==> config.mk <==
export PLATFORM = sky130hd
export DESIGN_NAME = alu_accum_ctrl
export DESIGN_NICKNAME = d
export VERILOG_FILES = /design/src/rtl/alu_accum_ctrl.sv
export SDC_FILE = /design/constraint.sdc
export NUM_CORES = 1
export LEC_CHECK = 0
export BUFFER_PORTS_ARGS = -buffer_cell sky130_fd_sc_hd__buf_2
export CAP_MARGIN = 20
export CORE_MARGIN = 2
export CORE_UTILIZATION = 50
export CTS_BUF_LIST = sky130_fd_sc_hd__clkbuf_4
export DETAILED_ROUTE_END_ITERATION = 8
export GPL_TIMING_DRIVEN = 0
export PLACE_DENSITY = 0.93
export SLEW_MARGIN = 10
export SYNTH_ARGS = -nofsm -noshare
export SYNTH_HDL_FRONTEND = slang
export SYNTH_SLANG_ARGS = --single-unit
==> constraint.sdc <==
create_clock -name clk -period 3.2 [get_ports clk]
set_clock_uncertainty 0.05 [all_clocks]
set_input_delay 0.8 -clock clk [delete_from_list [all_inputs] [get_ports clk]]
set_output_delay 0.8 -clock clk [all_outputs]
set_load 0.005 [all_outputs]
==> src/rtl/alu_accum_ctrl.sv <==
// Command-driven accumulator controller wrapped around an external combinational 8-bit ALU.
// Optional zero/negative result flags are compiled in when ALU_FLAGS_EN is defined.
module alu_accum_ctrl #(
  parameter logic [7:0] ACC_INIT = 8'h00,
  parameter int         CNT_W    = 16
) (
  input  logic             clk,
  input  logic             rst_n,
  input  logic             cmd_valid,
  output logic             cmd_ready,
  input  logic             cmd_load,
  input  logic [2:0]       cmd_op,
  input  logic [7:0]       cmd_data,
  output logic [7:0]       alu_a,
  output logic [7:0]       alu_b,
  output logic [2:0]       alu_sel,
  input  logic [7:0]       alu_y,
  output logic             res_valid,
  input  logic             res_ready,
  output logic [7:0]       res_data,
  output logic [7:0]       acc_q,
  output logic [CNT_W-1:0] ops_done
`ifdef ALU_FLAGS_EN
  ,
  output logic             zero_flag,
  output logic             neg_flag
`endif
);

  typedef enum logic [1:0] {IDLE, EXEC, RESP} state_t;

  state_t     state_q;
  state_t     state_d;
  logic [7:0] acc;
  logic       op_start;
  logic       res_wr;
  logic [7:0] res_nxt;

  // A load skips EXEC and writes its value straight into acc/res_data.
  assign op_start = (state_q == IDLE) && cmd_valid && !cmd_load;
  assign res_wr   = ((state_q == IDLE) && cmd_valid && cmd_load) || (state_q == EXEC);
  assign res_nxt  = (state_q == EXEC) ? alu_y : cmd_data;

  assign alu_a = acc;
  assign acc_q = acc;

  always_ff @(posedge clk or negedge rst_n) begin
    if (!rst_n) state_q <= IDLE;
    else        state_q <= state_d;
  end

  always_comb begin
    state_d = state_q;
    case (state_q)
      IDLE:    if (cmd_valid) state_d = cmd_load ? RESP : EXEC;
      EXEC:    state_d = RESP;
      RESP:    if (res_ready) state_d = IDLE;
      default: state_d = IDLE;
    endcase
  end

  always_comb begin
    cmd_ready = 1'b0;
    res_valid = 1'b0;
    case (state_q)
      IDLE:    cmd_ready = 1'b1;
      RESP:    res_valid = 1'b1;
      default: ;
    endcase
  end

  always_ff @(posedge clk or negedge rst_n) begin
    if (!rst_n) begin
      acc      <= ACC_INIT;
      alu_b    <= 8'h00;
      alu_sel  <= 3'b000;
      res_data <= 8'h00;
      ops_done <= '0;
    end else begin
      if (op_start) begin
        alu_b   <= cmd_data;
        alu_sel <= cmd_op;
      end
      if (res_wr) begin
        acc      <= res_nxt;
        res_data <= res_nxt;
      end
      if ((state_q == RESP) && res_ready) ops_done <= ops_done + CNT_W'(1);
    end
  end

`ifdef ALU_FLAGS_EN
  always_ff @(posedge clk or negedge rst_n) begin
    if (!rst_n) begin
      zero_flag <= 1'b0;
      neg_flag  <= 1'b0;
    end else if (res_wr) begin
      zero_flag <= (res_nxt == 8'h00);
      neg_flag  <= res_nxt[7];
    end
  end
`endif

endmodule
==> impl_metrics.csv, run 1 <==
group,metric,value,unit
status,outcome,"completed",
clock_tree,cts_tree,"built",
placed_design,routabilityCongestion,0.7639,
synth,syn-num-nets,165,
worst_hold_path,min_to,"ops_done[8]$_DFFE_PN0P_",
clock_tree,post_cts_buffers,0,
floorplan,die_w,62.17,um
route,drc,0,
floorplan,num_rows,21,
worst_setup_path,worstPathArrival,1110,ps
run,cap_violations,0,
route,viasPerCell,4.822,
worst_hold_path,min_from,"ops_done[8]$_DFFE_PN0P_",
pwr,switchingPower,0.4543,mW
clock_tree,clk_path_buf_depth,2,
sta,worstMarginPinSlew,810.0,ps
synth,synth_compound_area_share,2.959,%
floorplan,io_pins,77,
worst_hold_path,hold_path.class,"reg -> reg",
sta,setup_tns,0,ps
clock_tree,cts_root_buf,"clkbuf_4",
placed_design,port-buffer-count,76,
sta,setup_viol,0,
worst_setup_path,endpoint_kind,"output pin",
global_routing,antenna_found_initial,0,
synth,yosys.area_share.simple,12.43,%
synth,ys_top_cells_by_count,"dfrtp_1, buf_4, mux2_2, xnor2_1, nand2_1",
worst_setup_path,cpMaxStageDelayCell,"dfrtp_1",
synth,synthMuxAreaShare,12.72,%
worst_setup_path,cp_slowest_stage_delay,450,ps
worst_setup_path,start_kind,"flop",
sta,fin_crit_sh,61.22,%
synth,syn-instance-count,140,
floorplan,dieArea,3864,um2
clock_tree,cts_buffers,5,
synth,synth_edf_count,0,
sta,slew_viol_final,0,
worst_setup_path,crit_path_max_fanout,7,
route,dr.pass1.iters,2,
pwr,irDropWorstVdd,0.0003218,V
route,wirelength,3550,um
synth,synth.area.top_cells,"dfrtp_1, mux2_2, buf_4",
route,ant_nets,0,
global_routing,track_usage,20.62,%
synth,synth-xor-area-share,7.766,%
route,drt_iter0_drc,55,
global_routing,grt-ovfl-total,0,
placed_design,placed_cell_area,2130,um2
synth,synth_fa_ha_area_share,0.7396,%
worst_setup_path,r2r-end,"alu_b[4]$_DFFE_PN0P_",
final_layout,final_nets,248,
clock_tree,htreeDepth,2,
clock_tree,path_clk_slew,100,ps
synth,synth-seq-area-share,54.73,%
final_layout,final_core_util,66.32,%
synth,yosysMostFrequentCell,"dfrtp_1",
global_routing,grt_pass1_wl,6244,um
sta,period_needed,1959,ps
pwr,internal-power,1.001,mW
synth,syn_avg_cell_area,12.08,um2
clock_tree,cts_num_sinks,37,
sta,fmax,0.5104,GHz
final_layout,design_area,2178,um2
synth,ys_seq_elements,37,
synth,synth_async_sr_flop_share,100.0,%
final_layout,syn2layout_area_growth,28.77,%
floorplan,start_util,51.50,%
pwr,p_seq_share,47.9,%
synth,synth-main-ff-cell,"dfrtp_1",
worst_setup_path,required,2350,ps
clock_tree,clkLatencyLatePin,330,ps
worst_setup_path,timing.reg2reg.setup_slack,1470,ps
worst_hold_path,whs_path_depth,1,
worst_setup_path,reg2reg_from,"state_q[0]$_DFFE_PN0P_",
route,dr_total_vias,1297,
clock_tree,cts_resized,0,
synth,yosysWarnings,0,
worst_setup_path,reg2reg_depth,3,
global_routing,grt_pass1_vias,1361,
clock_tree,cts_hold_buf,0,
synth,synth_top_area_cell,"dfrtp_1",
worst_setup_path,crit_type,"reg -> out",
final_layout,drive_gt1_share,52.02,%
floorplan,core,3284,um2
pwr,pwr-share-clk,15.6,%
pwr,pwr-share-comb,36.4,%
synth,synth_top_family_by_area,"multiplexers",
floorplan,fp.dieH,62.17,um
sta,maxSlewHeadroom,46.00,%
pwr,leakagePower,1.150,nW
pwr,pwr_density_cell,668.3,nW/um2
placed_design,hpwl,2736,um
synth,synth.top_cell.area_share,54.73,%
sta,hold_viol_final,0,
route,wl_per_cell,13.20,um
sta,rsz0062_at_grt,"false",
synth,synth_area,1692,um2
final_layout,n_fill_cell,269,
final_layout,n_antenna_cell,0,
synth,netlist-cell-type-count,27,
pwr,swShare,31.21,%
global_routing,grt_max_degree,38,
worst_setup_path,critical_path.cell_chain,"nand2b_1 > inv_1 > buf_2",
-- worst max-delay path: cells and delay by family (launching register included) --
kind / cells / cell delay [ps]
buf+inv: 2 / 150
flops: 1 / 450
simple gates: 1 / 180
-- cell families (layout without fill, tap and decap cells) --
logic type / Yosys count / after routing
AND/OR/NAND/NOR: 35 / 35
flip-flops: 37 / 37
multiplexers: 20 / 20
AO/OA/AOI/OAI: 10 / 10
buffers and inverters: 22 / 105
XOR/XNOR: 15 / 15
adder cells (fa/ha/maj): 1 / 1
-- layout by cell type (no fill, tap or decap), drive strengths merged, types with 3 or more instances in the layout --
| cell | n |
|---|---|
| buf | 95 |
| dfrtp | 37 |
| xnor2 | 12 |
| mux2 | 12 |
| nand2 | 11 |
| o21ai | 9 |
| mux2i | 8 |
| clkbuf | 7 |
| nand3 | 5 |
| nand4 | 4 |
| and3 | 3 |
| xor2 | 3 |
-- through the flow --
step           power, mW  worst slack, ps  hold slack (ps)  instances
6_report           1.456             1241            443.0        269
5_1_grt            1.563             1172            474.2        269
4_1_cts            1.471             1214            450.5        269
3_5_place_dp       1.244            981.7            431.4        262
3_3_place_gp       1.218             1061            407.4        262
2_1_floorplan     0.9797             1286            418.3        140
-- flip-flops by register name, summed over array words and instances (netlist names) --
register,count
alu_b,8
alu_sel,3
ops_done,16
res_data,8
state_q,2
-- worst max-delay path by stage --
stage | from | to | slack [ps] | depth (start not counted)
3_5_place_dp | cmd_load | alu_b[3]$_DFFE_PN0P_ | 980 | 4
2_1_floorplan | cmd_load | alu_b[0]$_DFFE_PN0P_ | 1290 | 3
3_3_place_gp | cmd_load | alu_sel[1]$_DFFE_PN0P_ | 1060 | 4
5_1_grt | state_q[0]$_DFFE_PN0P_ | res_valid | 1170 | 3
6_report | state_q[0]$_DFFE_PN0P_ | res_valid | 1240 | 3
4_1_cts | state_q[0]$_DFFE_PN0P_ | res_valid | 1210 | 3
-- cell type report --
class                   count  area [um2]  area share [%]
plain buffers              20       138.9           6.376
well taps                  46       57.56           2.642
clock buffers               6       45.04           2.068
clock inverters             1       3.754          0.1723
inverters                   2       7.507          0.3446
flip-flops and latches     37       925.9           42.50
repair buffers             76       380.4           17.46
multi-input cells          81       619.3           28.43
-- power groups by stage --
| stage | logic (mW) | registers, mW | clock network, mW |
|---|---|---|---|
| floorplan | 0.272 | 0.707 | 0 |
| global placement | 0.518 | 0.700 | 0 |
| detailed placement | 0.538 | 0.707 | 0 |
| CTS | 0.538 | 0.698 | 0.235 |
| global route | 0.589 | 0.720 | 0.254 |
| finish | 0.530 | 0.698 | 0.228 |
-- per-layer routing --
metal / routed length [um] / part of all wire [%] / GRT usage, % / up-vias
met5: 0 / 0 / 0 / -
met4: 93 / 2.6 / 11.11 / 0
met3: 274 / 7.7 / 5.254 / 12
met2: 1693 / 48 / 34.51 / 68
met1: 1487 / 42 / 24.48 / 594
li1: - / - / - / 623
(Power assumes the default switching activity.)
==> inputs of run 2 (changes only) <==
CORE_UTILIZATION = 43   (was 50)
PLACE_DENSITY = 0.86   (was 0.93)
clock period = 1.7 ns   (was 3.2 ns; I/O delays follow)
==> run 2 against run 1 <==
Net effect: cell count is 1.9% higher; combinational power is 96% higher; count of clock-buffer cells in the layout is 2 higher; register-to-register slack worse by 1400 ps; die area is 15% higher; critical endpoint unchanged; largest power group unchanged.
==> impl_metrics.csv, run 2 (synthesized netlist as in run 1, its figures left out) <==
group,metric,value,unit
status,outcome,"completed",
sta,hold_viol_final,0,
worst_setup_path,timing.reg2reg.setup_slack,110,ps
floorplan,fp.dieH,66.72,um
sta,period_needed,1611,ps
global_routing,grt.met3_usage,5.743,%
placed_design,dpl.cell_count,264,
sta,whs,126.1,ps
route,viasPerCell,4.719,
global_routing,grt-ovfl-total,0,
pwr,irDropWorstVdd,0.0008014,V
pwr,p_total,2.805,mW
floorplan,die_w,66.72,um
worst_setup_path,r2r-end,"ops_done[14]$_DFFE_PN0P_",
pwr,pwr_density_cell,1260,nW/um2
worst_setup_path,required,1220,ps
worst_setup_path,crit_path_max_fanout,7,
final_layout,final_cell_mix,"buf_2, dfrtp_1, buf_4",
clock_tree,cts_tree,"built",
placed_design,port-buffer-count,76,
worst_setup_path,crit_type,"reg -> out",
run,cap_violations,0,
global_routing,met1_usage,21.40,%
final_layout,multi_input_area,635.6,um2
final_layout,n_antenna_cell,0,
sta,slew_viol_final,0,
worst_setup_path,endpoint,"res_valid",
route,drt_iter0_drc,50,
floorplan,io_pins,77,
clock_tree,path_clk_slew,100,ps
worst_setup_path,reg2reg_depth,4,
clock_tree,cts_buffers,5,
route,dr.pass1.iters,4,
placed_design,routabilityCongestion,0.7156,
worst_setup_path,start_kind,"flop",
worst_setup_path,reg2reg_from,"state_q[0]$_DFFE_PN0P_",
global_routing,grt_pass1_wl,5278,um
clock_tree,cts_num_sinks,37,
floorplan,dieArea,4452,um2
global_routing,grt_pass1_vias,1107,
final_layout,reg_top3,"ops_done (16), alu_b (8), res_data (8)",
sta,worstMarginPinSlew,803.8,ps
sta,maxSlewHeadroom,46.42,%
final_layout,layout_commonest_cell,"buf_2",
final_layout,drive_gt1_share,53.54,%
worst_setup_path,worstPathArrival,1140,ps
global_routing,grt_max_degree,38,
sta,fin_crit_sh,94.75,%
global_routing,grt_util_met2,24.50,%
worst_hold_path,hold_path.class,"in -> async",
clock_tree,cts_hold_buf,0,
placed_design,hpwl,2492,um
final_layout,n_fill_cell,321,
clock_tree,clk_path_buf_depth,2,
clock_tree,cts_root_buf,"clkbuf_4",
floorplan,core,3716,um2
global_routing,track_usage,15.80,%
global_routing,antenna_found_initial,0,
pwr,leakagePower,1.184,nW
route,wirelength,3306,um
final_layout,regArea,925.9,um2
floorplan,num_rows,22,
floorplan,start_util,45.52,%
final_layout,largest_register_ffs,16,
final_layout,syn2layout_area_growth,31.58,%
worst_setup_path,startpoint,"state_q[0]$_DFFE_PN0P_",
final_layout,max_flop_register,"ops_done",
route,wl_per_cell,12.07,um
final_layout,final_core_util,59.90,%
clock_tree,htreeDepth,2,
route,drc,0,
final_layout,final_nets,250,
global_routing,grt-busiest-layer,"met2",
worst_setup_path,endpoint_kind,"output pin",
clock_tree,clkLatencyLatePin,320,ps
sta,setup_viol,0,
route,ant_nets,0,
final_layout,finalNonFillerCells,274,
sta,fmax,0.6208,GHz
route,dr_total_vias,1293,
==> run 2: cell type report <==
type | instances | share of cell area [%]
clock buffer | 8 | 2.698
tap | 48 | 2.698
sequential | 37 | 41.60
timing repair buffer | 78 | 17.76
multi-input combinational | 81 | 28.56
inverter | 2 | 0.3373
buffer | 20 | 6.352
==> run 2: where the power goes <==
| group | switching, mW | internal (mW) |
|---|---|---|
| combinational | 0.397 | 0.638 |
| sequential | 0.187 | 1.11 |
| clock | 0.256 | 0.213 |
==> run 2: worst min path at each step <==
stage / depth (start not counted) / end
3_5_place_dp: 1 / ops_done[15]$_DFFE_PN0P_
3_3_place_gp: 1 / ops_done[15]$_DFFE_PN0P_
2_1_floorplan: 0 / alu_b[0]$_DFFE_PN0P_
4_1_cts: 1 / res_data[4]$_DFFE_PN0P_
6_report: 1 / res_data[4]$_DFFE_PN0P_
5_1_grt: 1 / res_data[4]$_DFFE_PN0P_
==> run 2: routing by layer <==
metal / share of wire, % / vias up / wire length (um)
met4: 0.54 / 0 / 18
met1: 45 / 591 / 1478
met5: 0 / - / 0
li1: - / 635 / -
met3: 10 / 2 / 342
met2: 44 / 65 / 1467
==> run 2: repair_timing <==
item | 4_1_cts | 5_1_grt
gates cloned | 0 | 0
setup endpoints to repair | 9 | 15
buffers inserted | 0 | 2
gates resized for setup | 1 | 3
==> run 2: worst max-delay path, stage by stage (launching register included) <==
cell and delay (ps):
dfrtp_1 470, nand2b_1 190, inv_1 60, buf_2 100
==> run 2: through the flow <==
step / TNS [ps] / instance area, um2 / setup slack [ps]
final: 0 / 2226 / 89.25
after global routing: -4.899 / 2226 / -3.973
after CTS: 0 / 2195 / 47.96
after detailed placement: -1056 / 2132 / -121.2
after global placement: -802.7 / 2132 / -90.87
after floorplan: 0 / 1692 / 161.0
